==> src/rtl/ysyx_22041461_alu_pkg.sv <==
// Shared ALU opcodes, shifter FSM states and operand helpers used by the
// multi-cycle shift units.
package ysyx_22041461_alu_pkg;

   localparam logic [4:0] ALU_SLL   = 5'b00101;
   localparam logic [4:0] ALU_SLLW  = 5'b11001;
   localparam logic [4:0] ALU_SLLIW = 5'b11010;
   localparam logic [4:0] ALU_SRA   = 5'b00111;
   localparam logic [4:0] ALU_SRAW  = 5'b11011;
   localparam logic [4:0] ALU_SRAIW = 5'b11100;

   typedef enum logic [1:0] {
      ST_IDLE  = 2'b00,
      ST_SHIFT = 2'b01,
      ST_DONE  = 2'b10
   } sll_state_e;

   function automatic logic is_w_op(input logic [4:0] op);
      return (op == ALU_SLLW) || (op == ALU_SLLIW);
   endfunction

   // Illegal codes get a zero shift so they finish straight away with a zero result.
   function automatic logic [5:0] shamt_of(input logic [4:0] op, input logic [5:0] amt);
      logic [5:0] sh;
      if (op == ALU_SLL) begin
         sh = amt;
      end else if (is_w_op(op)) begin
         sh = {1'b0, amt[4:0]};
      end else begin
         sh = 6'd0;
      end
      return sh;
   endfunction

   function automatic logic [63:0] format_result(input logic [4:0] op, input logic [63:0] acc);
      logic [63:0] res;
      if (op == ALU_SLL) begin
         res = acc;
      end else if (is_w_op(op)) begin
         res = {{32{acc[31]}}, acc[31:0]};
      end else begin
         res = 64'd0;
      end
      return res;
   endfunction

endpackage

==> src/rtl/ysyx_22041461_sll_step.sv <==
// One iteration of the left shifter: shifts acc by min(cnt, STEP) with zero fill
// and returns the shift count still outstanding.
module ysyx_22041461_sll_step #(
   parameter int unsigned STEP = 8
) (
   input  logic [63:0] acc,
   input  logic [5:0]  cnt,
   output logic [63:0] acc_next,
   output logic [5:0]  cnt_next
);
   localparam logic [5:0] STEP_W = 6'(STEP);

   logic [5:0] d_s;

   // Per-cycle shift distance, capped at STEP.
   always_comb begin
      d_s      = (cnt < STEP_W) ? cnt : STEP_W;
      acc_next = acc << d_s;
      cnt_next = cnt - d_s;
   end

endmodule

==> src/rtl/ysyx_22041461_sll_iter.sv <==
// Iterative SLL/SLLW/SLLIW unit with valid/ready handshakes on both sides.
// Optional build macro YSYX_22041461_SLL_EARLY_OUT_EN finishes as soon as the shifted value is zero.
module ysyx_22041461_sll_iter
   import ysyx_22041461_alu_pkg::*;
#(
   parameter int unsigned STEP = 8
) (
   input  logic        clk,
   input  logic        rst_n,
   input  logic        in_valid,
   output logic        in_ready,
   input  logic [63:0] src1,
   input  logic [63:0] src2,
   input  logic [4:0]  ctrl_ALU,
   input  logic        flush,
   output logic        out_valid,
   input  logic        out_ready,
   output logic [63:0] SLL_out
);

   sll_state_e  state_r, state_s;
   logic [63:0] acc_r, acc_s, step_acc_s;
   logic [63:0] sll_out_r, sll_out_s;
   logic [5:0]  cnt_r, cnt_s, step_cnt_s;
   logic [4:0]  op_r, op_s;
   logic        out_valid_r, out_valid_s;
   logic        early_s;

   ysyx_22041461_sll_step #(.STEP(STEP)) u_step (
      .acc      (acc_r),
      .cnt      (cnt_r),
      .acc_next (step_acc_s),
      .cnt_next (step_cnt_s)
   );

   // Zero-value detect that lets SHIFT finish before cnt runs out.
   always_comb begin
      early_s = 1'b0;
`ifdef YSYX_22041461_SLL_EARLY_OUT_EN
      if (is_w_op(op_r)) begin
         early_s = (acc_r[31:0] == 32'd0);
      end else begin
         early_s = (acc_r == 64'd0);
      end
`endif
   end

   // Next-state and datapath decode.
   always_comb begin
      state_s     = state_r;
      acc_s       = acc_r;
      cnt_s       = cnt_r;
      op_s        = op_r;
      out_valid_s = out_valid_r;
      sll_out_s   = sll_out_r;
      case (state_r)
         ST_IDLE: begin
            if (flush) begin
               state_s = ST_IDLE;
            end else if (in_valid) begin
               acc_s   = src1;
               op_s    = ctrl_ALU;
               cnt_s   = shamt_of(ctrl_ALU, src2[5:0]);
               state_s = (cnt_s == 6'd0) ? ST_DONE : ST_SHIFT;
            end else begin
               state_s = ST_IDLE;
            end
         end
         ST_SHIFT: begin
            if (flush) begin
               state_s     = ST_IDLE;
               out_valid_s = 1'b0;
            end else begin
               acc_s = step_acc_s;
               cnt_s = step_cnt_s;
               if ((step_cnt_s == 6'd0) || early_s) begin
                  state_s     = ST_DONE;
                  out_valid_s = 1'b1;
                  sll_out_s   = format_result(op_r, step_acc_s);
               end else begin
                  state_s = ST_SHIFT;
               end
            end
         end
         ST_DONE: begin
            // A zero-count op arrives here straight from IDLE without a result yet.
            if (flush) begin
               state_s     = ST_IDLE;
               out_valid_s = 1'b0;
            end else if (!out_valid_r) begin
               out_valid_s = 1'b1;
               sll_out_s   = format_result(op_r, acc_r);
            end else if (out_ready) begin
               state_s     = ST_IDLE;
               out_valid_s = 1'b0;
            end else begin
               state_s = ST_DONE;
            end
         end
         default: begin
            state_s     = ST_IDLE;
            out_valid_s = 1'b0;
         end
      endcase
   end

   // State and datapath registers.
   always_ff @(posedge clk or negedge rst_n) begin
      if (!rst_n) begin
         state_r     <= ST_IDLE;
         acc_r       <= 64'd0;
         cnt_r       <= 6'd0;
         op_r        <= 5'd0;
         out_valid_r <= 1'b0;
         sll_out_r   <= 64'd0;
      end else begin
         state_r     <= state_s;
         acc_r       <= acc_s;
         cnt_r       <= cnt_s;
         op_r        <= op_s;
         out_valid_r <= out_valid_s;
         sll_out_r   <= sll_out_s;
      end
   end

   assign in_ready  = (state_r == ST_IDLE);
   assign out_valid = out_valid_r;
   assign SLL_out   = sll_out_r;

endmodule

==> config.mk <==
export PLATFORM = sky130hd
export DESIGN_NAME = ysyx_22041461_sll_iter
export DESIGN_NICKNAME = d
export VERILOG_FILES = /design/src/rtl/ysyx_22041461_alu_pkg.sv /design/src/rtl/ysyx_22041461_sll_step.sv /design/src/rtl/ysyx_22041461_sll_iter.sv
export SDC_FILE = /design/constraint.sdc
export NUM_CORES = 1
export LEC_CHECK = 0
export BUFFER_PORTS_ARGS = -buffer_cell sky130_fd_sc_hd__buf_4
export CAP_MARGIN = 5
export CORE_MARGIN = 2
export CORE_UTILIZATION = 35
export CTS_BUF_LIST = sky130_fd_sc_hd__clkbuf_8
export DETAILED_ROUTE_END_ITERATION = 6
export PLACE_DENSITY_LB_ADDON = 0.08
export SYNTH_ARGS = -nofsm -noshare
export SYNTH_HDL_FRONTEND = slang
export SYNTH_SLANG_ARGS = --single-unit
==> constraint.sdc <==
create_clock -name clk -period 2.9 [get_ports clk]
set_input_delay 0.435 -clock clk [delete_from_list [all_inputs] [get_ports clk]]
set_output_delay 0.435 -clock clk [all_outputs]
set_load 0.01 [all_outputs]
==> implementation parameters <==
Parameter                              Value

Drt
  Number of DRC violations after detailed-routing iteration 0 ... 960
  Final antenna-violating net count ... 0
  DRT Pass-1 Iters ... 5
  DR vias/cell ... 6.148
  Total wire length after detailed routing ... 40500 µm
  Total DRC errors in the routed layout ... 0
  Detailed-route wire length per cell ... 23.85 µm
  DR vias ... 10439

Global route
  Number of antenna violations at the first check in global routing ... 1
  Overall global routing resource usage ... 0.2628
  Pin count of the biggest net entering global routing ... 78
  Remaining global-route overflow ... 0
  Wire length of the first global-routing pass ... 62320 µm
  Number of global-route vias before repair ... 9970

Run status
  Result of the run ... finished, violations left
  Violated checks ... negative hold slack

STA
  Final setup margin ... 130.6 ps
  Maximum achievable frequency ... 0.3611 GHz
  Crit path time final ... 2769 ps
  Setup-failing EPs final ... 0
  Max-slew violation total from the final report ... 0
  Worst max-slew margin expressed relative to the limit ... 0.5103
  Worst clock skew on the final layout ... 15.03 ps
  Summed negative setup slack over all endpoints ... 0 ps
  Setup repair after global routing missed its margin ... no
  Final hold slack ... -7.930 ps
  Final Hold Fails ... 9
  Worst Tran Pin Value ... 732.8 ps
  Fraction of the cycle the final worst path needs ... 0.9550

Clocking
  Clock transition time at the flip-flop clock pins of the worst setup and hold paths ... 90 ps
  Clk sink count ... 142
  Max Root-Sink Buffers ... 2
  Total CTS buffers ... 17
  Postcts setup bufs ... 0
  Clk Tree Root Cell ... clkbuf_8
  CTS tree ... done
  Clock latency on the worst-skew pair ... 470 ps
  H-tree lvl count ... 4
  Count of hold-fix buffers inserted at cts ... 0
  Post-cts repair resize count ... 0

Cells and area
  Ratio of cells with drive above 1 in the final layout ... 0.2412
  Count of antenna diodes in the layout ... 0
  Layout-stage area growth over the synthesis result ... 20.91%
  Final Net Count ... 1446
  Filler cell count in the final layout ... 2934
  Post-Layout Cell Count ... 1698
  Final Instance Area ... 12380 µm²

Logic synthesis
  Number of standard cells after synthesis ... 1201
  Mean Syn Cell Area ... 8.523 µm²
  Most instantiated cells after synthesis ... a21oi_1, dfrtp_1, nand2_1
  Top cells by area, synth ... dfrtp_1, a21oi_1, mux2i_1
  Count of unique library cells instantiated by Yosys ... 81
  Mapped Area ... 10240 µm²
  Area share of the largest cell type after synthesis ... 0.3471
  Most area-hungry cell type in the Yosys netlist ... dfrtp_1
  Proportion of synthesized flip-flops having asynchronous set or reset ... 1.000
  Number of enable-type register cells in the synthesized netlist ... 0
  Synthesized Nets ... 1343
  #FFs+latches synth ... 142
  Portion of the post-synthesis area used by sequential elements ... 0.3471
  Most instantiated flip-flop cell in the synthesis netlist ... dfrtp_1
  Count of warnings emitted by yosys ... 0

Die
  Starting density of the core ... 0.3557
  Die Height ... 175.0 µm
  Standard-cell rows ... 62
  Total core area ... 28780 µm²
  Area enclosed by the die boundary ... 30630 µm²
  Floorplan die width ... 175.0 µm
  Top-level I/O count ... 204

Job
  Max-capacitance violation count ... 0

Placed design
  Area after detailed placement ... 11980 µm²
  DP Cell Count ... 1669
  Worst setup slack before clock tree synthesis ... 169.7 ps
  Quantity of I/O buffers inserted on ports ... 145
  Final weighted congestion in routability-driven placement ... 0.8843
  Post-DP HPWL ... 28320 µm

Worst setup path
  Number of buffers and inverters on the critical path ... 2
  Master of the slowest instance on the critical path ... or4b_4
  Delay of the slowest critical-path stage ... 640 ps
  Kind of launch point of the worst setup path ... flip-flop
  Dominant cell type by count on the critical path ... buf_4
  Kind of end point of the critical path ... flip-flop
  Type of the worst setup path ... flip-flop to flip-flop
  Family with the most delay on the worst path ... compound AO/OA/AOI/OAI gates
  Required time of the critical path ... 3250 ps
  Cell chain of the critical path ... buf_4 -> or4b_4 -> buf_4 -> a2111oi_0 -> a211oi_1 -> a21oi_1 -> o31ai_1
  Maximum fanout encountered on the critical timing path ... 11
  Data arrival time of the critical path ... 3120 ps

Power
  Worst voltage drop across the vdd grid ... 0.2830 mV
  Static power due to leakage ... 0.004996 µW
  PwrDens ... 760.8 nW/µm²

Min path
  Worst hold path class ... input pin to async pin
-- per-layer routing --
| metal | vias to the layer above | part of all wire | wire length [µm] | track usage |
|---|---|---|---|---|
| li1 | 4817 | - | - | - |
| met1 | 5145 | 0.47 | 19180 | 0.4021 |
| met2 | 443 | 0.44 | 17810 | 0.3865 |
| met3 | 34 | 0.072 | 2928 | 0.04134 |
| met4 | 0 | 0.014 | 579 | 0.05833 |
| met5 | - | 0 | 0 | 0 |
-- state kept, by name (all words and copies together) (netlist names) --
signal,count
op_r,5
SLL_out,64
acc_r,64
out_valid,1
cnt_r,6
state_r,2
-- path summary, 6_finish.rpt --
kind	startpoint	end	slack, ps	depth (start not counted)
max	cnt_r[4]	SLL_out[45]	130	7
min	rst_n	SLL_out[24]	-8	1
max reg2reg	cnt_r[4]	SLL_out[45]	130	7
min reg2reg	SLL_out[1]	SLL_out[1]	490	2
max in group asynchronous	rst_n	acc_r[47]	2220	2
min in group clk	src2[0]	cnt_r[0]	200	2
-- stage by stage --
stage | util | total power, µW
6_report | 0.4301 | 9416
3_5_place_dp | 0.4164 | 7677
4_1_cts | 0.4301 | 9407
5_1_grt | 0.4301 | 9969
3_3_place_gp | 0.4164 | 7646
2_1_floorplan | - | 5711
-- layout make-up --
cell class,count,area (µm²),share of cell area
Timing Repair Buffer,222,1883,0.1521
Clock inverter,11,146.4,0.01183
Sequential cell,142,3556,0.2873
Tap cell,384,480.5,0.03882
Inverter,13,48.80,0.003943
Multi-Input combinational cell,908,6015,0.4859
Clock buffer,18,247.7,0.02002
-- cell usage in the layout, fill, tap and decap left out, types with 7 or more instances in the layout --
cell type and instances:
buf_4 204, a21oi_1 141, dfrtp_1 140, nand2_1 104, o21ai_0 83, nor2_1 64
mux2i_1 47, a211oi_1 41, o31ai_1 36, and3_1 31, o221ai_1 30, a31oi_1 24
a22oi_1 21, nand3_1 19, nor3_1 19, mux2_2 18, clkbuf_8 18, buf_12 17
nor2b_1 16, a21o_1 12, inv_1 12, a32oi_1 12, nand2b_1 9, a22o_1 9
a221oi_1 9, o22ai_1 9, o211ai_1 8, a2bb2oi_1 8, a311oi_1 7, or3_1 7
and2_1 7
-- cell families (layout without fill, tap and decap cells) --
group	after synthesis	after routing	share of synthesized area
AO/OA/AOI/OAI	517	517	0.3429
XOR/XNOR	2	2	0.001712
adder cells (fa/ha/maj)	4	4	0.004890
buffers and inverters	151	264	0.06967
flip-flops	142	142	0.3471
multiplexers	71	71	0.07896
AND/OR/NAND/NOR	314	314	0.1547
-- where the power goes --
group	switching (µW)	internal, µW	leakage (µW)
combinational	2370	1930	0.00302
clock	855	858	0.000202
sequential	841	2570	0.00178
total	4070	5350	0.00500
Power figures use the tool's default switching activity.
